`src/rtl/tcp_encode.sv`:
```
// tcp_encode: serialises a 20-byte option-free TCP header onto a valid/ready byte stream.
// Define TCP_ENCODE_CHECKSUM_EN to compute the header + pseudo-header checksum before sending.
module tcp_encode #(
   parameter logic [15:0] URG_PTR = 16'h0000,
   parameter logic [7:0]  PROTO   = 8'd6
) (
   input  logic        clk,
   input  logic        rst,
   input  logic        start,
   input  logic [15:0] source_port,
   input  logic [15:0] dest_port,
   input  logic [31:0] sequence_num,
   input  logic [31:0] ack_num,
   input  logic [7:0]  flags,
   input  logic [15:0] window,
   input  logic [31:0] src_ip,
   input  logic [31:0] dst_ip,
   input  logic [15:0] tcp_length,
   output logic [7:0]  dout,
   output logic        dout_valid,
   input  logic        dout_ready,
   output logic        dout_last,
   output logic        busy,
   output logic        done
);

   typedef enum logic [1:0] {S_IDLE, S_CSUM, S_SEND} state_t;

   state_t        state_q;
   logic [4:0]    idx_q;
   logic [15:0]   sport_q, dport_q, window_q;
   logic [31:0]   seq_q, ack_q;
   logic [7:0]    flags_q;
   logic          dout_valid_q, dout_last_q, busy_q, done_q;
   logic [15:0]   csum_field;
   logic [159:0]  hdr_d;
   logic [4:0]    ridx_d;
   logic [7:0]    byte_d;

`ifdef TCP_ENCODE_CHECKSUM_EN
   logic [31:0]   src_ip_q, dst_ip_q, acc_q, sum_d;
   logic [15:0]   tcp_len_q, csum_q, word_d, fold2_d;
   logic [16:0]   fold1_d;
   logic [3:0]    cnt_q;

   // One 16-bit word per CSUM cycle; the checksum field itself counts as zero.
   always_comb begin
      word_d = '0;
      case (cnt_q)
         4'd0:    word_d = src_ip_q[31:16];
         4'd1:    word_d = src_ip_q[15:0];
         4'd2:    word_d = dst_ip_q[31:16];
         4'd3:    word_d = dst_ip_q[15:0];
         4'd4:    word_d = {8'h00, PROTO};
         4'd5:    word_d = tcp_len_q;
         4'd6:    word_d = sport_q;
         4'd7:    word_d = dport_q;
         4'd8:    word_d = seq_q[31:16];
         4'd9:    word_d = seq_q[15:0];
         4'd10:   word_d = ack_q[31:16];
         4'd11:   word_d = ack_q[15:0];
         4'd12:   word_d = {8'h50, flags_q};
         4'd13:   word_d = window_q;
         4'd14:   word_d = URG_PTR;
         default: word_d = '0;
      endcase
   end

   assign sum_d      = acc_q + {16'h0000, word_d};
   assign fold1_d    = {1'b0, sum_d[31:16]} + {1'b0, sum_d[15:0]};
   assign fold2_d    = fold1_d[15:0] + {15'd0, fold1_d[16]};
   assign csum_field = csum_q;
`else
   logic unused_pseudo;
   assign unused_pseudo = ^{src_ip, dst_ip, tcp_length, PROTO};
   assign csum_field    = 16'h0000;
`endif

   assign hdr_d  = {sport_q, dport_q, seq_q, ack_q, 8'h50, flags_q, window_q, csum_field, URG_PTR};
   assign ridx_d = 5'd19 - idx_q;
   assign byte_d = hdr_d[{ridx_d, 3'b000} +: 8];

   always_ff @(posedge clk or posedge rst) begin
      if (rst) begin
         state_q      <= S_IDLE;
         idx_q        <= '0;
         sport_q      <= '0;
         dport_q      <= '0;
         seq_q        <= '0;
         ack_q        <= '0;
         flags_q      <= '0;
         window_q     <= '0;
         dout_valid_q <= 1'b0;
         dout_last_q  <= 1'b0;
         busy_q       <= 1'b0;
         done_q       <= 1'b0;
`ifdef TCP_ENCODE_CHECKSUM_EN
         src_ip_q     <= '0;
         dst_ip_q     <= '0;
         tcp_len_q    <= '0;
         csum_q       <= '0;
         acc_q        <= '0;
         cnt_q        <= '0;
`endif
      end else begin
         done_q <= 1'b0;
         case (state_q)
            S_IDLE: begin
               if (start) begin
                  sport_q  <= source_port;
                  dport_q  <= dest_port;
                  seq_q    <= sequence_num;
                  ack_q    <= ack_num;
                  flags_q  <= flags;
                  window_q <= window;
                  busy_q   <= 1'b1;
                  idx_q    <= '0;
`ifdef TCP_ENCODE_CHECKSUM_EN
                  src_ip_q  <= src_ip;
                  dst_ip_q  <= dst_ip;
                  tcp_len_q <= tcp_length;
                  acc_q     <= '0;
                  cnt_q     <= '0;
                  state_q   <= S_CSUM;
`else
                  dout_valid_q <= 1'b1;
                  state_q      <= S_SEND;
`endif
               end
            end
            S_CSUM: begin
`ifdef TCP_ENCODE_CHECKSUM_EN
               acc_q <= sum_d;
               cnt_q <= cnt_q + 4'd1;
               if (cnt_q == 4'd14) begin
                  csum_q       <= ~fold2_d;
                  dout_valid_q <= 1'b1;
                  state_q      <= S_SEND;
               end
`else
               state_q <= S_IDLE;
`endif
            end
            S_SEND: begin
               if (dout_ready) begin
                  if (idx_q == 5'd19) begin
                     dout_valid_q <= 1'b0;
                     dout_last_q  <= 1'b0;
                     busy_q       <= 1'b0;
                     done_q       <= 1'b1;
                     idx_q        <= '0;
                     state_q      <= S_IDLE;
                  end else begin
                     idx_q       <= idx_q + 5'd1;
                     dout_last_q <= (idx_q == 5'd18);
                  end
               end
            end
            default: state_q <= S_IDLE;
         endcase
      end
   end

   assign dout       = dout_valid_q ? byte_d : 8'h00;
   assign dout_valid = dout_valid_q;
   assign dout_last  = dout_last_q;
   assign busy       = busy_q;
   assign done       = done_q;

endmodule

```
`config.mk`:
```
export PLATFORM = sky130hd
export DESIGN_NAME = tcp_encode
export DESIGN_NICKNAME = d
export VERILOG_FILES = /design/src/rtl/tcp_encode.sv
export SDC_FILE = /design/constraint.sdc
export NUM_CORES = 1
export LEC_CHECK = 0
export CORE_ASPECT_RATIO = 1.75
export CORE_MARGIN = 5
export CORE_UTILIZATION = 50
export CTS_BUF_LIST = sky130_fd_sc_hd__clkbuf_2 sky130_fd_sc_hd__clkbuf_4 sky130_fd_sc_hd__clkbuf_8
export CTS_CLUSTER_SIZE = 28
export DETAILED_ROUTE_END_ITERATION = 10
export PLACE_DENSITY = 0.95
export SETUP_SLACK_MARGIN = 0.15
export SYNTH_ARGS = -nofsm -noshare
export SYNTH_HDL_FRONTEND = slang
export SYNTH_SLANG_ARGS = --single-unit
```
`constraint.sdc`:
```
create_clock -name clk -period 7.9 [get_ports clk]
set_clock_uncertainty 0.2 [all_clocks]
set_input_delay 1.58 -clock clk [delete_from_list [all_inputs] [get_ports clk]]
set_output_delay 1.58 -clock clk [all_outputs]
set_load 0.02 [all_outputs]
```
==> metrics.yaml, run 1 <==
dieArea_um2: 14400
synth_nets: 872
numCtsBuffers: 17
routedWlPerCell_um: 16.8
drt.antenna.violating_nets: 0
placedInstanceArea_um2: 7340
hold_class: "flip-flop to flip-flop"
max_stage_delay_ps: 770
power_density_nw_per_um2: 360
clkLatencyLatePin_ps: 430
vias: 4876
cp-end-kind: "output port"
viasPerCell: 5.25
io_buffers: 135
fillers: 927
rows: 53
fmax_ghz: 0.183
cts_buffer_depth: 2
post_cts_buffers: 0
root_buffer: "clkbuf_8"
cts_tree: "yes"
ctsHoldBuffers: 0
cts_resized: 0
grt-ovfl-total: 0
post_synth.cell_area_avg_um2: 9.03
finalHoldViolations: 0
synth-edff-count: 0
dp.cells: 898
ir_drop_mv: 0.208
crit_chain: "inv_1 > ha_1 > xnor2_2 > or3b_1 > o2bb2ai_1 > a31o_2 > clkdlybuf4s50_1"
crit_type: "flip-flop to output port"
grt_antenna_before_repair: 1
drive_above_1_share_pct: 8.22
drc: 0
ys_async_sr_fraction_pct: 100
synth_cell_types: 45
yosys_register_bits: 128
chipWidth_um: 92.8
ys.flop_type: "dfrtp_1"
clk_pin_slew_ps: 70
grt_max_degree: 98
final-max-slew-violation-count: 0
min_period_ps: 5470
slew-limit-headroom_pct: 38.7
seq_area_frac_synth_pct: 53.4
layout.nets: 988
crit_required_ps: 6120
leakagePower_nw: 3.79
drtIter0Drc: 226
netlist_area_um2: 5990
routed_wl_um: 15700
grt_pass1_vias: 4965
cp_max_fo: 17
arrival_ps: 3690
die_y_um: 155
setup_violations: 0
cp_top_family: "buffers and inverters"
io_pins: 216
fin_cells: 929
max-cap-violations: 0
final.period_utilization_pct: 69.2
fin_util_pct: 65.0
htree_num_levels: 4
setup_tns_ps: 0
hpwl_um: 11100
critPathBufInv: 2
cts.sinks: 128
finalPower_mw: 2.78
coreArea_um2: 11900
yosysWarnings: 0
track_usage_pct: 22.4
synthesis.instances: 664
gp_congestion: 0.815
grt_pass1_wl_um: 24700
rsz0062_at_grt: "no"
dr.pass1.iters: 4
crit_slowest_cell: "dfrtp_1"
fin_area_um2: 7720
status: "finished, final reports clean"
worst_slew_pin_slew_ps: 919
start_util_pct: 50.5
startpoint_type: "flip-flop"
synthToLayoutAreaGrowth_pct: 28.8
## synth_stat cells (3+ instances only)
library cell | instances | area [um^2]
mux2i_1 | 14 | 140
a21oi_1 | 7 | 35.0
a211oi_1 | 4 | 30.0
ha_1 | 4 | 50.1
nand3_1 | 6 | 30.0
mux4_2 | 13 | 293
nand2_1 | 366 | 1370
nor2b_1 | 4 | 25.0
and2_1 | 6 | 37.5
a2111oi_0 | 5 | 43.8
a22oi_1 | 6 | 45.0
buf_2 | 22 | 110
nor2_1 | 5 | 18.8
clkbuf_1 | 13 | 48.8
o21ai_0 | 6 | 30.0
mux2_2 | 6 | 67.6
a2bb2oi_1 | 3 | 26.3
inv_1 | 4 | 15.0
o2bb2ai_1 | 3 | 26.3
dfrtp_1 | 128 | 3200
nor3_1 | 3 | 15.0
buf_6 | 3 | 33.8
buf_4 | 4 | 30.0
## cell type report
cell class,count,area [um^2],share of cell area (%)
inverters,5,21.3,0.275
repair buffers,140,1390,18.0
flip-flops and latches,128,3200,41.5
multi-input cells,488,2560,33.1
diodes,1,2.50,0.0324
well taps,137,171,2.22
clock inverters,9,85.1,1.10
clock buffers,21,289,3.74
## metrics by stage
step | hold slack, ps | setup WS, ps
2_1_floorplan | 237 | 2710
3_3_place_gp | 253 | 3020
3_5_place_dp | 257 | 2970
4_1_cts | 273 | 2460
5_1_grt | 283 | 2280
6_report | 270 | 2430
## sequential cells by signal, indices dropped and copies added, names as in the netlist
name / count
ack_q: 32
seq_q: 32
flags_q: 8
dport_q: 16
done: 1
dout_last: 1
idx_q: 5
window_q: 16
sport_q: 16
busy: 1
## worst paths after layout
| check | start | to | slack [ps] | cells past startpoint |
|---|---|---|---|---|
| hold / removal | ack_q[21] | ack_q[21] | 270 | 2 |
| hold reg to reg | ack_q[21] | ack_q[21] | 270 | 2 |
| setup reg to reg | busy | seq_q[10] | 5390 | 4 |
| min in group asynchronous | rst | dport_q[13] | 1400 | 2 |
| max in group asynchronous | rst | idx_q[0] | 4670 | 3 |
| setup / recovery | idx_q[2] | dout[1] | 2430 | 7 |
## layout by cell type, fill, tap and decap left out, types with 7 or more instances in the layout
| cell | synthesis | final |
|---|---|---|
| clkdlybuf4s50_1 | 0 | 135 |
| mux2i_1 | 14 | 14 |
| dfrtp_1 | 128 | 127 |
| clkbuf_8 | 0 | 21 |
| a21oi_1 | 7 | 7 |
| mux4_2 | 13 | 13 |
| nand2_1 | 366 | 366 |
## worst register-to-register path, stage by stage (launching register included)
cell and delay, ps:
dfrtp_1 530, nor2b_4 530, buf_4 820, nand2_1 260, nand2_1 100
## kinds of logic after synthesis
family / count (synthesis) / synth area share [%]
and+or+nand+nor: 398 / 26.0
muxes: 34 / 8.79
buffers and inverters: 48 / 4.11
xor gates and xnor gates: 3 / 0.564
DFF: 128 / 53.4
adders and majority gates: 4 / 0.835
AOI/OAI and AO/OA: 49 / 6.28
## routing by layer
layer | wire length, um | track usage [%]
met5 | 0 | 0
met4 | 545 | 11.1
met3 | 863 | 4.72
met2 | 8440 | 39.3
met1 | 5800 | 25.7
## report_power, final
group	switching (mW)	internal, mW
sequential	0.187	0.975
clock	0.253	0.278
combinational	0.577	0.512
Note: power is estimated with default switching activity, not from simulation.
==> run 2: changes to the inputs <==
Settings changed: CORE_UTILIZATION 50 to 46, PLACE_DENSITY 0.95 to 0.92.
Clock period 7.9 ns to 5.2 ns, I/O delays scaled along.
==> run 2 against run 1 <==
Critical path depth shrank 1. Critical path type unchanged. Non-clock buffer count rose by 4. Register-to-register slack got worse by 2600 ps. Core utilization decreased by 4.4 points. Sequential cell count unchanged.
==> metrics.yaml, run 2 (synthesized netlist as in run 1, its figures left out) <==
hpwl_um: 11600  # was 11100 um
rr_endpoint: "idx_q[4]"  # was seq_q[10]
viasPerCell: 5.02  # was 5.25
rrSetupSlack_ps: 2770  # was 5390 ps
min_period_ps: 4510
ff2ff_path_depth: 4  # unchanged
fin_util_pct: 60.6  # was 65.0%
crit_path_end: "dout[2]"  # was dout[1]
arrival_ps: 3270  # was 3690 ps
ctsHoldBuffers: 0  # unchanged
most-common-layout-cells: "nand2_1, clkdlybuf4s50_1, dfrtp_1"  # unchanged
drt.antenna.violating_nets: 0  # unchanged
cp_top_family: "flip-flops"  # was buffers and inverters
p_comb_share_pct: 38.7  # was 39.2%
final.period_utilization_pct: 86.7
track_usage_pct: 21.6  # was 22.4%
grt_max_degree: 129  # was 98
max_stage_delay_ps: 1000  # was 770 ps
dr.pass1.iters: 5  # was 4
holdPathStages: 2  # unchanged
chipWidth_um: 96.3  # was 92.8 um
cts_resized: 0  # unchanged
hold_class: "flip-flop to flip-flop"  # unchanged
power.internal_mw: 2.71  # was 1.76 mW
crit_slowest_cell: "dfrtp_2"  # was dfrtp_1
grt_pass1_vias: 4964  # was 4965
fillers: 1118  # was 927
rsz0062_at_grt: "no"  # unchanged
drive_above_1_share_pct: 8.45  # was 8.22%
cts_buffer_depth: 2  # unchanged
die_y_um: 161  # was 155 um
fmax_ghz: 0.222
grt_pass1_wl_um: 24900  # was 24700 um
cp.depth: 6  # was 7
drc: 0  # unchanged
hold_slack_ps: 271  # was 270 ps
slew-limit-headroom_pct: 35.5  # was 38.7%
grt_busiest_layer: "met2"  # unchanged
final_common_cell: "nand2_1"  # unchanged
critPathLaunch: "idx_q[0]"  # was idx_q[2]
finalHoldViolations: 0  # unchanged
gp_congestion: 0.841  # was 0.815
power_density_nw_per_um2: 544  # was 360 nW/um^2
power_frac_seq_pct: 42.4  # was 41.8%
cp-end-kind: "output port"  # unchanged
crit_required_ps: 3960  # was 6120 ps
ir_drop_mv: 0.261  # was 0.208 mV
start_util_pct: 46.6  # was 50.5%
io_pins: 216  # unchanged
finalPower_mw: 4.25  # was 2.78 mW
grt-ovfl-total: 0  # unchanged
crit_chain: "buf_4 > inv_2 > a2111oi_0 > a21oi_1 > a31o_2 > clkdlybuf4s50_1"  # was inv_1 > ha_1 > xnor2_2 > or3b_1 > o2bb2ai_1 > a31o_2 > clkdlybuf4s50_1
cts.sinks: 128  # unchanged
cp_max_fo: 34  # was 17
numCtsBuffers: 17  # unchanged
io_buffers: 135  # unchanged
fin_area_um2: 7800  # was 7720 um^2
swShare_pct: 36.2  # was 36.5%
final-max-slew-violation-count: 0  # unchanged
multi_input_area_um2: 2560  # unchanged
p_switching_mw: 1.54  # was 1.02 mW
use_met2_pct: 37.6  # was 39.3%
rr_startpoint: "idx_q[0]"  # was busy
clkLatencyLatePin_ps: 430  # about the same
grt_antenna_before_repair: 1  # unchanged
vias: 4840  # was 4876
critPathBufInv: 3  # was 2
clk_pin_slew_ps: 70  # about the same
routedWlPerCell_um: 16.6  # was 16.8 um
routed_wl_um: 16100  # was 15700 um
status: "finished, final reports clean"  # unchanged
top_regs: "ack_q: 32 flops, seq_q: 32 flops"  # unchanged
setup_slack_ps: 690  # was 2430 ps
pwr-share-clk_pct: 18.9  # was 19.1%
synthToLayoutAreaGrowth_pct: 30.1  # was 28.8%
root_buffer: "clkbuf_8"  # unchanged
startpoint_type: "flip-flop"  # unchanged
htree_num_levels: 4  # unchanged
setup_tns_ps: 0  # unchanged
setup_violations: 0  # unchanged
cts_tree: "yes"  # unchanged
fin_cells: 965  # was 929
max-cap-violations: 0  # unchanged
dp_slack_ps: 1170  # was 2970 ps
placedInstanceArea_um2: 7440  # was 7340 um^2
coreArea_um2: 12900  # was 11900 um^2
leakagePower_nw: 3.82  # was 3.79 nW
crit_type: "flip-flop to output port"  # unchanged
use_met3_pct: 4.29  # was 4.72%
grt_use_met1_pct: 24.5  # was 25.7%
rows: 55  # was 53
register_area_um2: 3200  # unchanged
dieArea_um2: 15500  # was 14400 um^2
dp.cells: 936  # was 898
drtIter0Drc: 370  # was 226
post_cts_buffers: 0  # unchanged
worst_slew_pin_slew_ps: 968  # was 919 ps
layout.nets: 992  # was 988
[run 2: worst reg2reg max path, stage by stage, from the launching register on]
cell and delay, ps:
dfrtp_2 1000, buf_4 340, nand2_1 130, nor3_1 500
nor3_1 110
[run 2: per-layer routing]
| layer | up-vias | part of all wire (%) |
|---|---|---|
| li1 | 2383 | - |
| met1 | 2290 | 38 |
| met2 | 135 | 54 |
| met3 | 32 | 4.9 |
| met4 | 0 | 3.4 |
| met5 | - | 0 |
[run 2: final cells by class]
type                       instances  share of cell area (%)
clock buffer                      20                    3.37
inverter                           5                   0.273
tap                              171                    2.74
antenna                            1                  0.0321
sequential                       128                    41.1
multi-input combinational        488                    32.8
clock inverter                     8                    1.19
timing repair buffer             144                    18.5
[run 2: how the worst min path moves through the flow]
stage / startpoint / end / slack, ps
global route: ack_q[22] / ack_q[22] / 300
detailed placement: ack_q[19] / ack_q[19] / 250
floorplan: seq_q[20] / seq_q[20] / 240
global placement: ack_q[19] / ack_q[19] / 250
finish: ack_q[19] / ack_q[19] / 270
CTS: ack_q[19] / ack_q[19] / 270
[run 2: power by group through the flow]
stage / registers (mW) / logic (mW) / clock network (mW)
6_report: 1.80 / 1.64 / 0.802
3_3_place_gp: 1.77 / 1.61 / 0
2_1_floorplan: 1.68 / 1.17 / 0
3_5_place_dp: 1.81 / 1.65 / 0
5_1_grt: 1.86 / 1.83 / 0.857
4_1_cts: 1.80 / 1.67 / 0.812
==> run 3: changes to the inputs <==
Settings changed: ABC_CLOCK_PERIOD_IN_PS set to 5200, RECOVER_POWER set to 100.
==> run 3 against run 2 <==
The run now ends with capacitance limit, slew limit left. Core utilization down 0.16 points. Sequential power about the same. Total power down 0.64%. Global-route usage unchanged. First-iteration DRC count down 4.9%. Worst setup slack worse by 100 ps. Register-to-register slack worse by 1400 ps. Clock-buffer cell count unchanged. Routed wire length down 0.20%. Critical endpoint unchanged.
==> metrics.yaml, run 3 (synthesized netlist as in run 1, its figures left out) <==
status: "finished, violations left"  # was finished, final reports clean
violations: "capacitance limit, slew limit"
dp_slack_ps: 1170  # unchanged
rr_startpoint: "busy"  # was idx_q[0]
cp-end-kind: "output port"  # unchanged
track_usage_pct: 21.6  # unchanged
rsz0062_at_grt: "no"  # unchanged
multi_input_area_um2: 2540  # was 2560 um^2
crit_chain: "buf_4 > inv_2 > a2111oi_0 > a21oi_1 > a31o_2 > dlygate4sd3_1"  # was buf_4 > inv_2 > a2111oi_0 > a21oi_1 > a31o_2 > clkdlybuf4s50_1
drt.antenna.violating_nets: 0  # unchanged
chipWidth_um: 96.3  # unchanged
vias: 4838  # was 4840
crit_required_ps: 3960  # about the same
cts_tree: "yes"  # unchanged
drtIter0Drc: 352  # was 370
io_pins: 216  # unchanged
fin_util_pct: 60.5  # was 60.6%
htree_num_levels: 4  # unchanged
synthToLayoutAreaGrowth_pct: 29.8  # was 30.1%
most-common-layout-cells: "nand2_1, dfrtp_1, clkdlybuf4s50_1"  # was nand2_1, clkdlybuf4s50_1, dfrtp_1
hold_class: "flip-flop to flip-flop"  # unchanged
dieArea_um2: 15500  # unchanged
dr.pass1.iters: 4  # was 5
leakagePower_nw: 3.81  # was 3.82 nW
die_y_um: 161  # unchanged
setup_violations: 0  # unchanged
power_density_nw_per_um2: 542  # was 544 nW/um^2
cts_resized: 0  # unchanged
min_to: "ack_q[19]"  # unchanged
root_buffer: "clkbuf_8"  # unchanged
finalHoldViolations: 0  # unchanged
cts_buffer_depth: 2  # unchanged
grt_pass1_wl_um: 24900  # unchanged
drc: 0  # unchanged
holdPathStages: 2  # unchanged
clkLatencyLatePin_ps: 430  # about the same
arrival_ps: 3370  # was 3270 ps
final_common_cell: "nand2_1"  # unchanged
ctsHoldBuffers: 0  # unchanged
viasPerCell: 5.01  # was 5.02
fin_cells: 966  # was 965
cp_max_fo: 34  # unchanged
io_buffers: 135  # unchanged
crit_type: "flip-flop to output port"  # unchanged
rrSetupSlack_ps: 1360  # was 2770 ps
hp-start: "ack_q[19]"  # unchanged
min_period_ps: 4610  # was 4510 ps
setup_slack_ps: 588  # was 690 ps
ff2ff_path_depth: 4  # unchanged
rows: 55  # unchanged
rr_endpoint: "dport_q[4]"  # was idx_q[4]
numCtsBuffers: 17  # unchanged
coreArea_um2: 12900  # unchanged
routed_wl_um: 16000  # was 16100 um
startpoint_type: "flip-flop"  # unchanged
gp_congestion: 0.841  # unchanged
grt_pass1_vias: 4964  # unchanged
grt_max_degree: 129  # unchanged
grt_antenna_before_repair: 1  # unchanged
slew-limit-headroom_pct: -91.9  # was 35.5%
fillers: 1122  # was 1118
fmax_ghz: 0.217  # was 0.222 GHz
final.period_utilization_pct: 88.7  # was 86.7%
clk_pin_slew_ps: 70  # about the same
layout.nets: 992  # unchanged
hpwl_um: 11600  # unchanged
final-max-slew-violation-count: 122  # was 0
max_stage_delay_ps: 1010  # was 1000 ps
grt-ovfl-total: 0  # unchanged
dp.cells: 936  # unchanged
setup_tns_ps: 0  # unchanged
crit_slowest_cell: "dfrtp_2"  # unchanged
ir_drop_mv: 0.262  # was 0.261 mV
routedWlPerCell_um: 16.6  # about the same
worst_slew_pin_slew_ps: 2880  # was 968 ps
start_util_pct: 46.6  # unchanged
top_regs: "ack_q: 32 flops, seq_q: 32 flops"  # unchanged
hold_slack_ps: 271  # about the same
post_cts_buffers: 0  # unchanged
max-cap-violations: 2  # was 0
register_area_um2: 3200  # unchanged
drive_above_1_share_pct: 8.07  # was 8.45%
cts.sinks: 128  # unchanged
[run 3: changes by cell type in the layout (fill, tap and decap cells not counted)]
cell / delta
inv_4: -1
buf_4: -2
clkbuf_2: +1
diode_2: +1
clkbuf_1: +1
nor2b_1: +1
nand2b_1: +1
nor2b_4: -1
dlygate4sd3_1: +13
nand2b_4: -1
clkdlybuf4s50_1: -13
clkinvlp_2: +1
[run 3: area by class of cell]
cell class,instances,share of cell area [%]
flip-flops and latches,128,41.2
clock inverters,8,1.19
repair buffers,144,18.5
clock buffers,20,3.38
diodes,2,0.0643
multi-input cells,488,32.7
inverters,5,0.257
well taps,171,2.75
[run 3: worst max-delay path by stage]
| stage | startpoint | slack [ps] | to |
|---|---|---|---|
| 2_1_floorplan | rst | 550 | ack_q[0] |
| 5_1_grt | start | 350 | seq_q[6] |
| 3_5_place_dp | idx_q[0] | 1170 | dout[2] |
| 4_1_cts | idx_q[0] | 680 | dout[2] |
| 6_report | idx_q[0] | 590 | dout[2] |
| 3_3_place_gp | idx_q[0] | 1180 | dout[2] |
[run 3: metrics by stage]
| stage | area [um^2] | total power, mW |
|---|---|---|
| finish | 7780 | 4.22 |
| detailed placement | 7440 | 3.46 |
| CTS | 7800 | 4.27 |
| global placement | 7440 | 3.38 |
| floorplan | 5990 | 2.84 |
| global route | 7780 | 4.52 |
[run 3: power by group]
group	total, mW	switching, mW	internal, mW
logic	1.62	0.850	0.769
registers	1.80	0.318	1.48
clock network	0.800	0.367	0.434
[run 3: metal layers]
layer  GRT usage [%]  vias to the layer above  part of all wire (%)
li1                -                     2383                     -
met1            24.5                     2284                    38
met2            37.6                      144                    54
met3            4.29                       27                   4.7
met4            10.7                        0                   3.0
met5               0                        -                     0
[run 3: critical path: cells and delay by family (launching register included)]
| kind | cells | cell delay [ps] |
|---|---|---|
| compound gates | 3 | 840 |
| buf+inv | 3 | 1090 |
| flops | 1 | 1010 |
